File: config.mk
export PLATFORM = sky130hd
export DESIGN_NAME = pipeline_hazard_scoreboard
export DESIGN_NICKNAME = d
export VERILOG_FILES = /design/src/rtl/pipeline_hazard_scoreboard.sv
export SDC_FILE = /design/constraint.sdc
export NUM_CORES = 1
export LEC_CHECK = 0
export ABC_AREA = 1
export CAP_MARGIN = 20
export CORE_ASPECT_RATIO = 0.9
export CORE_MARGIN = 2
export CORE_UTILIZATION = 46
export CTS_CLUSTER_DIAMETER = 40
export DETAILED_ROUTE_END_ITERATION = 16
export GPL_TIMING_DRIVEN = 0
export HOLD_SLACK_MARGIN = 0.08
export PLACE_DENSITY = 0.72
export SYNTH_ARGS = -nofsm -noshare
export SYNTH_HDL_FRONTEND = slang
export SYNTH_SLANG_ARGS = --single-unit
File: constraint.sdc
create_clock -name i_clk -period 1.5 [get_ports i_clk]
set_input_delay 0.375 -clock i_clk [delete_from_list [all_inputs] [get_ports i_clk]]
set_output_delay 0.375 -clock i_clk [all_outputs]
set_load 0.005 [all_outputs]
File: src/rtl/pipeline_hazard_scoreboard.sv
// Hazard scoreboard for the in-order core. It tracks the writers in flight
// after ID (slot 0 = EXE ... slot STAGES-1 = WB). It raises a combinational
// stall for the ID instruction, registers per-source forwarding selects that
// line up with that instruction in EXE, and counts stall cycles.
module pipeline_hazard_scoreboard #(
    parameter int STAGES  = 3,
    parameter int REG_AW  = 4,
    parameter int NUM_SRC = 2,
    parameter int SEL_W   = 2,
    parameter int CNT_W   = 16
) (
    input  logic                      i_clk,
    input  logic                      i_rst,
    input  logic                      i_forwarding_en,
    input  logic                      i_freeze,
    input  logic                      i_flush,
    input  logic                      i_issue_valid,
    input  logic                      i_issue_wb_en,
    input  logic                      i_issue_mem_read,
    input  logic [REG_AW-1:0]         i_issue_dest,
    input  logic [NUM_SRC*REG_AW-1:0] i_src_addr,
    input  logic [NUM_SRC-1:0]        i_src_used,
    output logic                      o_hazard_detected,
    output logic [NUM_SRC*SEL_W-1:0]  o_fwd_sel,
    output logic [CNT_W-1:0]          o_stall_count
);

    // In-flight writer slots, index 0 = EXE (youngest).
    logic              r_vld_pipe [STAGES];
    logic              r_wb_en    [STAGES];
    logic              r_mem_rd   [STAGES];
    logic [REG_AW-1:0] r_dest     [STAGES];

    logic [NUM_SRC-1:0][SEL_W-1:0] r_fwd_sel;
    logic [CNT_W-1:0]              r_stall_count;

    // Match matrix only covers EXE..MEM. The WB slot never causes a stall and
    // is never a forwarding source, because the register file already holds
    // its value by the time ID reads.
    logic [NUM_SRC-1:0][STAGES-2:0] w_wr;
    logic [NUM_SRC-1:0]             w_raw;
    logic [NUM_SRC-1:0][SEL_W-1:0]  w_sel;
    logic                           w_hazard;
    logic                           w_load;

    // Per-source writer match, RAW detection and youngest-writer forward select.
    always_comb begin
        w_wr  = '0;
        w_raw = '0;
        w_sel = '0;
        for (int i = 0; i < NUM_SRC; i++) begin
            for (int k = 0; k < STAGES-1; k++) begin
                w_wr[i][k] = r_vld_pipe[k] & r_wb_en[k] &
                             (r_dest[k] == i_src_addr[i*REG_AW +: REG_AW]);
            end
            if (i_src_used[i]) begin
                if (i_forwarding_en) begin
                    // With forwarding only a load still in EXE cannot be bypassed.
                    w_raw[i] = w_wr[i][0] & r_mem_rd[0];
                    // Walk oldest to youngest so the youngest match wins.
                    for (int k = STAGES-2; k >= 0; k--) begin
                        if (w_wr[i][k]) w_sel[i] = SEL_W'(k + 1);
                    end
                end else begin
                    w_raw[i] = |w_wr[i];
                end
            end
        end
        w_hazard = (|w_raw) & i_issue_valid & ~i_flush;
        w_load   = i_issue_valid & ~w_hazard & ~i_flush;
    end

    assign o_hazard_detected = w_hazard;
    assign o_fwd_sel         = r_fwd_sel;
    assign o_stall_count     = r_stall_count;

    // Shift the writer slots on every unfrozen edge; stalled or flushed ID inserts a bubble.
    always_ff @(posedge i_clk) begin
        if (i_rst) begin
            for (int k = 0; k < STAGES; k++) begin
                r_vld_pipe[k] <= 1'b0;
                r_wb_en[k]    <= 1'b0;
                r_mem_rd[k]   <= 1'b0;
                r_dest[k]     <= '0;
            end
        end else if (!i_freeze) begin
            for (int k = STAGES-1; k >= 1; k--) begin
                r_vld_pipe[k] <= r_vld_pipe[k-1];
                r_wb_en[k]    <= r_wb_en[k-1];
                r_mem_rd[k]   <= r_mem_rd[k-1];
                r_dest[k]     <= r_dest[k-1];
            end
            r_vld_pipe[0] <= w_load;
            r_wb_en[0]    <= i_issue_wb_en;
            r_mem_rd[0]   <= i_issue_mem_read;
            r_dest[0]     <= i_issue_dest;
        end
    end

    // Forward selects follow the instruction into EXE; the stall counter saturates.
    always_ff @(posedge i_clk) begin
        if (i_rst) begin
            r_fwd_sel     <= '0;
            r_stall_count <= '0;
        end else if (!i_freeze) begin
            for (int i = 0; i < NUM_SRC; i++) begin
                r_fwd_sel[i] <= w_load ? w_sel[i] : '0;
            end
            if (w_hazard && !(&r_stall_count)) begin
                r_stall_count <= r_stall_count + CNT_W'(1);
            end
        end
    end

endmodule
# Word-level counts from Yosys, hierarchy flattened
# Memories as Yosys holds them, arrays and structs flattened.
# Index checks and enable logic that the tools add are counted.
[totals]
register_bits = 20
in_bits = 22
wordCells = 77
mem_count = 4
output_inout_bits = 21
ram_bits = 21
[op_classes]
mux = 31
bitwise_logic = 27
add_sub_neg = 1
reduce_logical = 7
n_eq_ne = 4
[memory_table]
columns = ["memory", "depth", "word_bits", "rd", "rd_ports_with_merged_regs", "write_ports", "line", "text"]
rows = [
  ["r_dest", 3, 4, 2, 0, 3, "32", "logic [REG_AW-1:0] r_dest [STAGES];"],
  ["r_mem_rd", 3, 1, 2, 0, 3, "31", "logic r_mem_rd [STAGES];"],
  ["r_vld_pipe", 3, 1, 2, 0, 3, "29", "logic r_vld_pipe [STAGES];"],
  ["r_wb_en", 3, 1, 2, 0, 3, "30", "logic r_wb_en [STAGES];"],
]
[op_table]
columns = ["operator", "n"]
rows = [
  ["$mux W2", 10],
  ["$mux W1", 18],
  ["$add A16 B1 Y16 const B", 1],
  ["$eq A4 B4 Y1", 4],
  ["$reduce_and A16 Y1", 1],
  ["$and A1 B1 Y1", 12],
  ["$mux W4", 3],
  ["$or A1 B1 Y1", 12],
  ["$reduce_or A2 Y1", 3],
  ["$not A1 Y1", 3],
  ["$reduce_and A2 Y1", 1],
  ["$logic_and A1 B1 Y1", 1],
  ["$logic_not A1 Y1", 1],
]

# Longest topological paths before layout
# Gate-level depths: netlist of the first run.
[logic_depth]
word_depth = 12
ltp_mapped = 12
mapped_depth_nobuf = 12

# Worst setup path before layout of the first run
# Ideal clock, no wire load.
[synth_timing]
kind = "register to register"
startpoint = "register r_stall_count[0] (netlist: o_stall_count[0])"
endpoint = "register r_stall_count[1] (netlist: o_stall_count[1])"
period_less_slack_ns = 1.693
t_arrival_ns = 1.581
required_ns = 1.388
setup_time_ns = 0.112
path_slack_ns = -0.193
stages_incl_launch_ff = 11
path_buffers = 1
cell_sequence = "dfxtp_1 -> ha_1 -> nand2_2 -> nor2_4 -> nand2_4 -> nor3_4 -> a21oi_2 -> nand3_4 -> buf_12 -> nor2_2 -> nor2_1"
[synth_between]
elab_chain_cells = 4
word_cells_on_any_way = 5
classes_between = "1 x add/sub; 4 x reduce/logical"
[synth_rtl]
columns = ["element", "line", "text"]
rows = [
  ["start: declaration", "35", "logic [CNT_W-1:0] r_stall_count;"],
  ["start signal: assignment", "110", "r_stall_count <= r_stall_count + CNT_W'(1);"],
  ["branches (longest 4 deep; another with $add A16 B1 Y16)", "--", ""],
]
# Parallel ways; which one is timed is not known.
# A chain may end at the register's enable or synchronous reset.

==> impl_summary.txt, run 1 <==
----------------------------------------------------
[Run status]
  Outcome ... finished, violations left
  Violated checks ... negative setup slack

[Clock tree]
  H-Tree Depth ... 2
  CTS Hold Bufs ... 0
  Maximum count of clock buffers along a single path ... 2
  CTS sink count ... 33
  Buffer type at the clock tree root ... clkbuf_8
  CTS clock-pin slew for the worst setup and hold paths ... roughly 0.070 ns
  TritonCTS clock tree ... built
  Clock buffers created by TritonCTS ... 5
  Clock latency at the later pin of the worst-skew pair ... about 0.28 ns

[Die]
  Horiz. Die Dim ... approximately 75 µm
  I/O pin count ... between 40 and 50
  Floorplan die area ... 0.00504 mm²
  Site row count ... 23
  Floorplan die height ... about 68 µm
  Placeable Area ... between 0.004 and 0.005 mm²
  Initial cell density of the core ... ~47%

[Routing]
  Number of iterations in the first detailed-routing pass ... 6
  Antenna violation net count after detailed routing ... 0
  DRC violation count after routing ... 0
  Detailed-route via count ... 2235
  Wirelength, routed ... 6780 µm
  Wire per inst ... about 16 µm
  Initial drt markers ... between 150 and 200
  Number of vias per cell ... ~5.2

[Final layout]
  Reg area ... 847 µm²
  Antenna Diode Count ... 0
  Area taken by multi-input logic gates ... approximately 0.0012 mm²
  Layout area overhead ... 58.4%
  Most used cells in the layout excluding fill and tap cells ... nand2_1 (48), buf_4 (38), nor2_1 (29), inv_1 (26), dlygate4sd2_1 (25)
  Nets@finish ... 386
  Fraction of layout instances using a drive strength above 1 ... between 30% and 40%
  Post-route cell area ... roughly 0.0033 mm²
  Filler cells ... between 300 and 400
  Leading cell type in the layout, fill and taps excluded ... nand2_1

[Worst setup path]
  WP data arrival ... 1.79 ns
  Crit path launch type ... register
  Register-to-Register Setup Slack ... -0.56 ns
  Cell depth of the worst flop-to-flop path ... 14
  Type of the setup path with the least slack ... register to output pin
  Reg2reg start ... r_dest[0][0]$_SDFFCE_PN0P_
  CP Data Required Time ... about 1.1 ns
  Crit-path most repeated cell ... nand2_4
  Critical-path cell list ... buf_6 > nand2_4 > nand3_4 > nor2_4 > nand3_2 > nand2_2 > nand2_4 > nand2_4 > buf_8 > nand2_4 > inv_2 > buf_6
  Critical Path Fanout Max ... 3
  Critical path endpoint category ... output pin
  Cell at the slowest stage of the critical path ... edfxtp_1
  Critical Path Start ... r_dest[0][0]$_SDFFCE_PN0P_
  Capture point of the worst reg-to-reg path ... o_fwd_sel[0]$_SDFFE_PP0N_
  Worst path max stage delay ... 0.45 ns

[Yosys]
  Simple-gate share of the synthesized area ... 35.9%
  Largest family of logic cells by synthesized area ... simple AND/OR/NAND/NOR gates
  Distinct cell type count after synthesis ... 32
  Mean cell area of the mapped netlist ... roughly 7.6 µm²
  Number of synthesized register bits ... 33
  Cell Area, Synth ... between 0.002 and 0.0025 mm²
  Area share of fa/ha/maj cells after synthesis ... less than 1%
  Parity-gate share of the synthesized area counting xor and xnor cells ... about 6.8%
  Compound-Gate Fraction of Synth Area ... ~8.6%
  Post-Synthesis Cells ... between 200 and 300
  Mapped Nets ... 294
  Share of the yosys chip area belonging to registers ... 38.3%
  Share of cell area taken by muxes after synthesis ... 0%
  Warnings from Yosys ... 0

[Timing]
  Slew at the pin closest to its max-slew limit ... between 0.5 and 0.6 ns
  Worst clock skew on the final layout ... between 0.005 and 0.006 ns
  Share of the cycle needed by the critical path after routing ... 144%
  Hold Worst Slack ... 0.308 ns
  Timing-limited maximum frequency ... around 0.46 GHz
  Setup slack after layout ... -0.666 ns
  Final count of negative-setup-slack endpoints ... 22
  Fin. max-slew vios ... 0
  Normalized max-slew margin ... about 65%
  Hold violation count in the final report ... 0
  Minimum clock period after layout ... 2.17 ns
  Unrepaired setup endpoints after global routing ... yes

[Pwr]
  Pwr Density ... 653 mW/mm²
  Leakage Power ... 1.57 nW
  IR Drop Worst-Case VDD ... between 0.5 and 0.6 mV

[Placement]
  Half-perimeter wire length of the detailed placement result ... ~3700 µm
  Port Buffer Count ... 40
  Final estimated routing congestion in global placement ... between 0.8 and 0.9
  Pre-CTS setup slack ... -1.28 ns
  Cell area after placement ... approximately 0.0026 mm²

[Global routing]
  Antenna violations before repair ... 0
  GRT Total Usage ... a little over a quarter
  Maximum number of pins on one net before global-route repair ... 14
  Overflow left after global routing ... 0
  Vias in the first global route ... between 2000 and 2500
  First-pass GRT wire length ... around 9800 µm

[Min path]
  Source of the worst hold timing path ... i_rst
  Endpoint of the worst hold path ... o_stall_count[4]$_SDFFE_PP0P_
  Path class of the lowest-slack min-delay path ... input pin to register
  Hold path depth ... 2

[Flow run]
  Max capacitance violation total ... 0

----------------------------------------------------
through the flow:
step / setup TNS (ns) / instances / util [%] / power, W
after floorplan: -0.326 / 271 / - / 0.00110
after global placement: -14.64 / 373 / 59.0 / 0.00119
after detailed placement: -15.02 / 373 / 59.0 / 0.00119
after CTS: -9.31 / 426 / 72.1 / 0.00208
after global routing: -11.03 / 426 / 74.7 / 0.00221
final: -9.64 / 426 / 74.7 / 0.00213
critical path: cells and delay by family (launching register included):
family	cells	cell delay (ns)
simple gates	8	0.65
flops	1	0.45
buf+inv	4	0.39
cell type report:
type	instances	share of cell area (%)
flip-flops and latches	33	25.9
well taps	62	2.37
clock inverters	1	0.919
plain buffers	9	2.64
multi-input cells	196	37.5
repair buffers	85	24.2
clock buffers	7	2.64
inverters	33	3.79
power breakdown:
part / total, W / internal (W) / switching, W / leakage, nW
clock network: 0.000871 / 0.000542 / 0.000330 / 0.0585
registers: 0.000952 / 0.000934 / 0.0000181 / 0.317
logic: 0.000311 / 0.000144 / 0.000167 / 1.19
total: 0.00213 / 0.00162 / 0.000515 / 1.57
cells by family after synthesis:
| kind of cell | count (synthesis) |
|---|---|
| XOR/XNOR | 16 |
| adder cells (fa/ha/maj) | 1 |
| buffers and inverters | 42 |
| flip-flops | 33 |
| AND/OR/NAND/NOR | 152 |
| AO/OA/AOI/OAI | 27 |
synthesized netlist by cell type (all sizes together):
master / number / share of area (%)
xor2: 8 / 3.4
nor4: 1 / 0.30
clkbuf: 4 / 1.3
buf: 5 / 2.5
inv: 33 / 6.0
nand3: 19 / 5.2
nand4: 17 / 5.2
edfxtp: 13 / 19
ha: 1 / 0.61
nand2: 70 / 15
or2: 2 / 0.61
a21o: 2 / 0.73
nor3: 6 / 2.0
nor2: 37 / 7.7
a21oi: 15 / 5.5
xnor2: 8 / 3.4
dfxtp: 20 / 19
o21ai: 10 / 2.4
flip-flops by register name, indices dropped and copies added (netlist names):
| register | count |
|---|---|
| o_stall_count | 16 |
| r_vld_pipe | 2 |
| r_dest | 8 |
| r_mem_rd | 1 |
| o_fwd_sel | 4 |
| r_wb_en | 2 |
timing repair:
item | CTS | global route
resized for setup | 73 | 40
setup endpoints to repair | 39 | 34
pin swaps | 17 | 21
setup buffers | 53 | 5
endpoints found under the hold margin | 0 | 0
gates cloned | 2 | 0
layer usage:
layer,part of all wire (%),up-vias,global-route usage [%]
met2,48,104,41.9
li1,-,1067,-
met5,0,-,0
met3,6.1,19,4.48
met1,43,1045,36.3
met4,2.4,0,8.26
worst max-delay path by stage:
stage	endpoint	slack, ns
floorplan	o_hazard_detected	-0.12
detailed placement	o_hazard_detected	-1.28
finish	o_hazard_detected	-0.67
CTS	o_hazard_detected	-0.61
global placement	o_hazard_detected	-1.27
global route	o_hazard_detected	-0.72
Power figures use the tool's default switching activity.
==> run 2: changes to the inputs <==
CELL_PAD_IN_SITES_DETAIL_PLACEMENT = 2   (was default)
CELL_PAD_IN_SITES_GLOBAL_PLACEMENT = 2   (was default)
CORE_UTILIZATION = 26   (was 46)
==> run 2 against run 1 <==
  * Worst hold slack got worse by 0.010 ns
  * Largest power group unchanged
  * Die area increased by 72%
  * The run still ends with negative setup slack left
  * Global-route usage is 3.7 points lower
  * Non-clock buffer count increased by 14
==> impl_summary.txt, run 2 (same netlist as run 1, synthesis figures left out) <==
----------------------------------------------------
[Run status]
  Outcome ... finished, violations left
  Violated checks ... negative setup slack

[Global routing]
  First-pass GRT wire length ... ~15000 µm
  GRT Total Usage ... a little under a quarter
  Overflow left after global routing ... 0
  Vias in the first global route ... about 2600
  Maximum number of pins on one net before global-route repair ... 14
  Antenna violations before repair ... 0

[Worst setup path]
  CP Data Required Time ... around 1.1 ns
  Reg2reg start ... r_dest[0][1]$_SDFFCE_PN0P_
  Capture point of the worst reg-to-reg path ... o_stall_count[12]$_SDFFE_PP0P_
  Critical Path Fanout Max ... 3
  Cell depth of the worst flop-to-flop path ... 15
  Critical path endpoint category ... output pin
  Register-to-Register Setup Slack ... -0.60 ns
  Type of the setup path with the least slack ... register to output pin
  Crit path launch type ... register
  WP data arrival ... around 1.9 ns

[Routing]
  DRC violation count after routing ... 0
  Top metal layer carrying routed signals ... met4
  Routed length on met3 ... between 300 and 400 µm
  Antenna violation net count after detailed routing ... 0
  Met2 routed WL ... roughly 5000 µm
  Number of vias per cell ... 4.91
  Wire per inst ... approximately 22 µm
  Met1 WL ... 4520 µm
  Detailed-route via count ... approximately 2300
  Initial drt markers ... between 60 and 70
  Number of iterations in the first detailed-routing pass ... 4
  Wirelength, routed ... ~10000 µm

[Timing]
  Worst clock skew on the final layout ... between 0.009 and 0.01 ns
  Setup slack after layout ... -0.753 ns
  Slew at the pin closest to its max-slew limit ... about 0.65 ns
  Final count of negative-setup-slack endpoints ... 22
  Share of the cycle needed by the critical path after routing ... 150%
  Normalized max-slew margin ... 56.6%
  Timing-limited maximum frequency ... roughly 0.44 GHz
  Hold violation count in the final report ... 0
  Unrepaired setup endpoints after global routing ... yes
  Fin. max-slew vios ... 0
  Minimum clock period after layout ... ~2.3 ns

[Pwr]
  Leakage Power ... approximately 1.6 nW
  Pwr Density ... between 600 and 700 mW/mm²
  IR Drop Worst-Case VDD ... between 0.3 and 0.4 mV
  Total power ... between 0.002 and 0.0025 W

[Flow run]
  Max capacitance violation total ... 0

[Final layout]
  Final core utilization ... a little under half
  Most used cells in the layout excluding fill and tap cells ... nand2_1 (38), buf_4 (36), nor2_1 (26), dlygate4sd2_1 (26)
  Largest register FFs ... 16
  Antenna Diode Count ... 0
  Post-route cell area ... approximately 0.0036 mm²
  Leading cell type in the layout, fill and taps excluded ... nand2_1
  Final non-filler cell total ... 474
  Nets@finish ... 400
  Layout area overhead ... 72.4%
  Fraction of layout instances using a drive strength above 1 ... 47.1%

[Die]
  Horiz. Die Dim ... a little under 100 µm
  Floorplan die area ... ~0.0087 mm²
  Site row count ... 30
  Initial cell density of the core ... between 20% and 30%
  Placeable Area ... approximately 0.0076 mm²
  Floorplan die height ... between 80 and 90 µm
  I/O pin count ... between 40 and 50

[Clock tree]
  Clock latency at the later pin of the worst-skew pair ... around 0.30 ns
  TritonCTS clock tree ... built
  Maximum count of clock buffers along a single path ... 2
  CTS sink count ... 33
  CTS clock-pin slew for the worst setup and hold paths ... 0.09 ns
  Clock buffers created by TritonCTS ... 5
  Buffer type at the clock tree root ... clkbuf_8
  H-Tree Depth ... 2

[Placement]
  Half-perimeter wire length of the detailed placement result ... between 5000 and 6000 µm
  Final estimated routing congestion in global placement ... about 0.77
  Pre-CTS setup slack ... -1.37 ns
  Cell area after placement ... between 0.002 and 0.003 mm²
  Port Buffer Count ... 40
  Cell count after placement ... 407

[Min path]
  Endpoint of the worst hold path ... o_stall_count[3]$_SDFFE_PP0P_
  Path class of the lowest-slack min-delay path ... input pin to register
  Hold path depth ... 2
  Source of the worst hold timing path ... i_rst

----------------------------------------------------
run 2: changes by cell type in the layout (fill, tap and decap cells not counted), sizes merged:
cell,previous run,this run
clkdlybuf4s50,9,10
clkbuf,11,9
dlygate4sd2,25,26
bufbuf,1,0
buf,50,65
dlymetal6s2s,5,3
clkinv,0,1
clkinvlp,0,1
run 2: cell type report:
class / count / area, µm²
sequential: 33 / 856
clock inverter: 3 / 46.3
tap: 96 / 120
timing repair buffer: 99 / 926
inverter: 33 / 124
clock buffer: 5 / 68.8
multi-input combinational: 196 / 1330
fill: 831 / 4060
buffer: 9 / 86.3
run 2: worst max path at each step:
stage	from	endpoint	slack [ns]	cells past startpoint
6_report	r_dest[0][1]$_SDFFCE_PN0P_	o_hazard_detected	-0.75	13
4_1_cts	r_dest[0][2]$_SDFFCE_PN0P_	o_hazard_detected	-0.72	11
5_1_grt	r_dest[0][1]$_SDFFCE_PN0P_	o_hazard_detected	-0.85	13
2_1_floorplan	r_dest[0][2]$_SDFFCE_PN0P_	o_hazard_detected	-0.12	9
3_5_place_dp	i_src_addr[5]	o_hazard_detected	-1.37	13
3_3_place_gp	i_src_addr[5]	o_hazard_detected	-1.33	13
run 2: timing repair:
| item | in CTS | in global routing |
|---|---|---|
| pin swaps | 20 | 18 |
| setup buffers | 60 | 13 |
| hold buffers | 0 | 0 |
| gates cloned | 1 | 0 |
| resized for setup | 106 | 57 |
| setup endpoints to repair | 42 | 35 |
run 2: critical path, stage by stage (launching register included):
cell	delay, ns
edfxtp_1	0.48
inv_2	0.08
nand2_2	0.07
nand2_2	0.05
nor2_2	0.11
nand3_2	0.12
buf_4	0.15
nand2_2	0.08
nand2_2	0.07
nand2_4	0.08
buf_8	0.11
nand2_4	0.04
inv_2	0.05
buf_6	0.08
run 2: power by group:
group          switching (W)  total, W  internal [W]  leakage, nW
Sequential         0.0000204  0.000950      0.000929        0.319
Combinational       0.000197  0.000343      0.000147         1.24
Clock               0.000400  0.000898      0.000498       0.0543
run 2: layer usage:
metal	vias to the layer above	track usage (%)
met5	-	0
met2	46	40.6
met4	0	6.44
li1	1095	-
met1	1170	28.2
met3	18	3.63
run 2: stage by stage:
| step | hold slack, ns | setup TNS [ns] |
|---|---|---|
| after floorplan | 0.470 | -0.326 |
| after global placement | 0.477 | -18.04 |
| after detailed placement | 0.491 | -19.44 |
| after CTS | 0.287 | -9.89 |
| after global routing | 0.298 | -13.60 |
| final | 0.298 | -11.66 |
==> RTL edit: new RTL, flow settings as in run 2 <==
Change the parameter `CNT_W` from 16 to 20.
--- a/src/rtl/pipeline_hazard_scoreboard.sv
+++ b/src/rtl/pipeline_hazard_scoreboard.sv
@@ -8,5 +8,5 @@
     parameter int NUM_SRC = 2,
     parameter int SEL_W   = 2,
-    parameter int CNT_W   = 16
+    parameter int CNT_W   = 20
 ) (
     input  logic                      i_clk,
Ports: changed (resized o_stall_count); port bits go from 43 to 47. The function was not compared with the original's and may differ.
==> RTL edit against run 2 <==
  * The run still ends with negative setup slack left
  * Cell count rose by 14%
  * Count of clock-buffer cells in the layout unchanged
  * Wire length is 22% lower
  * Power is 4.3% lower
  * Critical path type unchanged
  * Setup slack better by 0.028 ns
  * Clock power fell by 19%
  * Final area fell by 7.2%
  * Area after synthesis grew 8.3%
  * Combinational power down 15%
  * Sequential share of layout area is 3.4 points higher
  * Sequential cell count rose by 4
  * First-iteration DRC count up 23%
==> RTL edit: results (changes against run 2) <==
====================================================================================
Result of the run                                                       finished with violations   unchanged
Violations in the final reports                                         negative setup slack   unchanged
Final Hold Violating Endpoints                                                     0   unchanged
Total length of routed wires                                                 7980 um   was 10200 um
Path class of the lowest-slack min-delay path                           flip-flop to flip-flop   was input pin to flip-flop
DRC violation total after the first TritonRoute iteration                         80   was 65
Number of buffers inserted during clock tree synthesis                             5   unchanged
WL met3                                                                       208 um   was 367 um
Count of cells along the worst hold path                                           2   unchanged
Maximum buffer depth of the clock tree                                             2   unchanged
Max-Slew Margin vs Limit                                                       0.625   was 0.566
Maximum number of pins on one net before global-route repair                      14   unchanged
Detailed route wirelength on metal2                                          3920 um   was 5080 um
Number of vias in the routed layout                                             2391   was 2329
CP Max Fanout                                                                      2   was 3
Syn_nets                                                                         357   was 294
Total global-route track usage                                                 0.181   was 0.225
Number of port buffers                                                            45   was 40
Routed metal-1 wire length                                                   3780 um   was 4520 um
DP Area                                                                    2850 um^2   was 2630 um^2
Proportion of synthesized flip-flops having asynchronous set or reset              0   unchanged
Setup TNS after final layout                                               -14.05 ns   was -11.66 ns
Vias in the first global route                                                  2632   was 2626
Most used DFF post-synth                                                     dfxtp_1   unchanged
First-pass GRT wire length                                                  13100 um   was 14800 um
Uppermost metal layer occupied by signal nets                                   met4   unchanged
Main area contributors after synthesis                                  dfxtp_1 (22%), edfxtp_1 (17%), nand2_1 (15%)   was dfxtp_1 (19%), edfxtp_1 (19%), nand2_1 (10%)
Detailed Routing Iterations Pass 1                                                 3   was 4
Kind of cell adding the most delay to the critical path                 simple AND/OR/NAND/NOR gates   unchanged
Portion of the post-synthesis area used by sequential elements                 0.390   was 0.383
HPWL reported at the end of detailed placement                               5510 um   was 5070 um
Clock tree root driver cell                                                 clkbuf_8   unchanged
Switching component of the power                                              594 uW   was 617 uW
Cell variety after synth                                                          28   was 32
R2R Setup Slk                                                               -0.66 ns   was -0.60 ns
Setup violation total in the final timing report                                  26   was 22
Weighted congestion at the end of routability-driven global placement          0.709   was 0.768
Cell depth of the worst flop-to-flop path                                         15   unchanged
Number of nets in the final layout                                               442   was 400
Worst setup timing slack at the placement stage                             -1.32 ns   was -1.37 ns
Hold_buf cts                                                                       0   unchanged
Largest stage delay on the critical path                                     0.39 ns   was 0.48 ns
Number of antenna violations at the first check in global routing                  0   unchanged
Synth top cells by count                                                nand2_1 (90), inv_1 (66), nor2_1 (60), dfxtp_1 (24), nand4_1 (23)   was nand2_1 (56), nor2_1 (33), inv_1 (30), dfxtp_1 (20), nand3_1 (18)
Maximum ir drop on the vdd rail                                           0.000279 V   was 0.000387 V
Master of the slowest instance on the critical path                         edfxtp_1   unchanged
Fraction of layout cells with a size suffix above 1                            0.245   was 0.471
Total leakage power                                                          1.62 nW   about the same
Number of flip-flops under the largest register name                              20   was 16
Clock Skews                                                                0.0100 ns   was 0.00949 ns
Worst setup slack after layout                                             -0.726 ns   was -0.753 ns
====================================================================================
## RTL edit: area by class of cell
type | instances | area [um^2]
clock buffer | 5 | 68.8
multi-input combinational | 220 | 1160
clock inverter | 3 | 17.5
inverter | 68 | 255
tap | 119 | 149
buffer | 8 | 50.0
fill | 1039 | 5150
timing repair buffer | 79 | 696
sequential | 37 | 905
## RTL edit: worst reg2reg max path, stage by stage, from the launching register on
cell and delay, ns:
edfxtp_1 0.48, buf_4 0.18, nor2_2 0.11, nor2_2 0.06, nand4_1 0.11, buf_4 0.13, nand2_2 0.04, nand2_2 0.07
nand2_4 0.06, buf_4 0.13, buf_6 0.12, buf_4 0.13, nor4_4 0.19, buf_4 0.18, nand2_1 0.07, nand2_1 0.06
## RTL edit: power by group through the flow
stage          Combinational, mW  Clock, mW  Sequential [mW]
2_1_floorplan              0.130          0             1.10
3_3_place_gp               0.234          0             1.11
3_5_place_dp               0.243          0             1.11
4_1_cts                    0.264      0.759             1.08
5_1_grt                    0.323      0.800             1.08
6_report                   0.291      0.727             1.08
## RTL edit: metal layers
layer	vias up	track usage
li1	1200	-
met1	1154	0.237
met2	31	0.306
met3	6	0.0297
met4	0	0.0439
met5	-	0
## RTL edit: worst paths after layout
| check | startpoint | to |
|---|---|---|
| max reg2reg | r_dest[0][0] | o_fwd_sel[1] |
| max | r_vld_pipe[0][0] | o_hazard_detected |
| min reg2reg | o_fwd_sel[2] | o_fwd_sel[2] |
| min | o_fwd_sel[2] | o_fwd_sel[2] |
## RTL edit: through the flow
stage | total power [mW] | hold slack [ns] | std cells | utilization
after floorplan | 1.23 | 0.466 | 334 | -
after global routing | 2.21 | 0.492 | 539 | 0.391
final | 2.10 | 0.469 | 539 | 0.391
after detailed placement | 1.35 | 0.470 | 498 | 0.338
after global placement | 1.34 | 0.461 | 498 | 0.338
after CTS | 2.10 | 0.474 | 530 | 0.379
## RTL edit: kinds of logic after synthesis
kind of cell,synth area share
buffers and inverters,0.139
AO/OA/AOI/OAI,0.0538
AND/OR/NAND/NOR,0.400
XOR/XNOR,0.0118
flip-flops,0.390
adder cells (fa/ha/maj),0.00560
## RTL edit: repair_timing
action / 4_1_cts / 5_1_grt
endpoints found under the hold margin: 0 / 0
setup endpoints to repair: 73 / 28
gates resized for setup: 78 / 13
pin swaps: 19 / 23
setup buffers: 30 / 11
gates cloned: 1 / 0
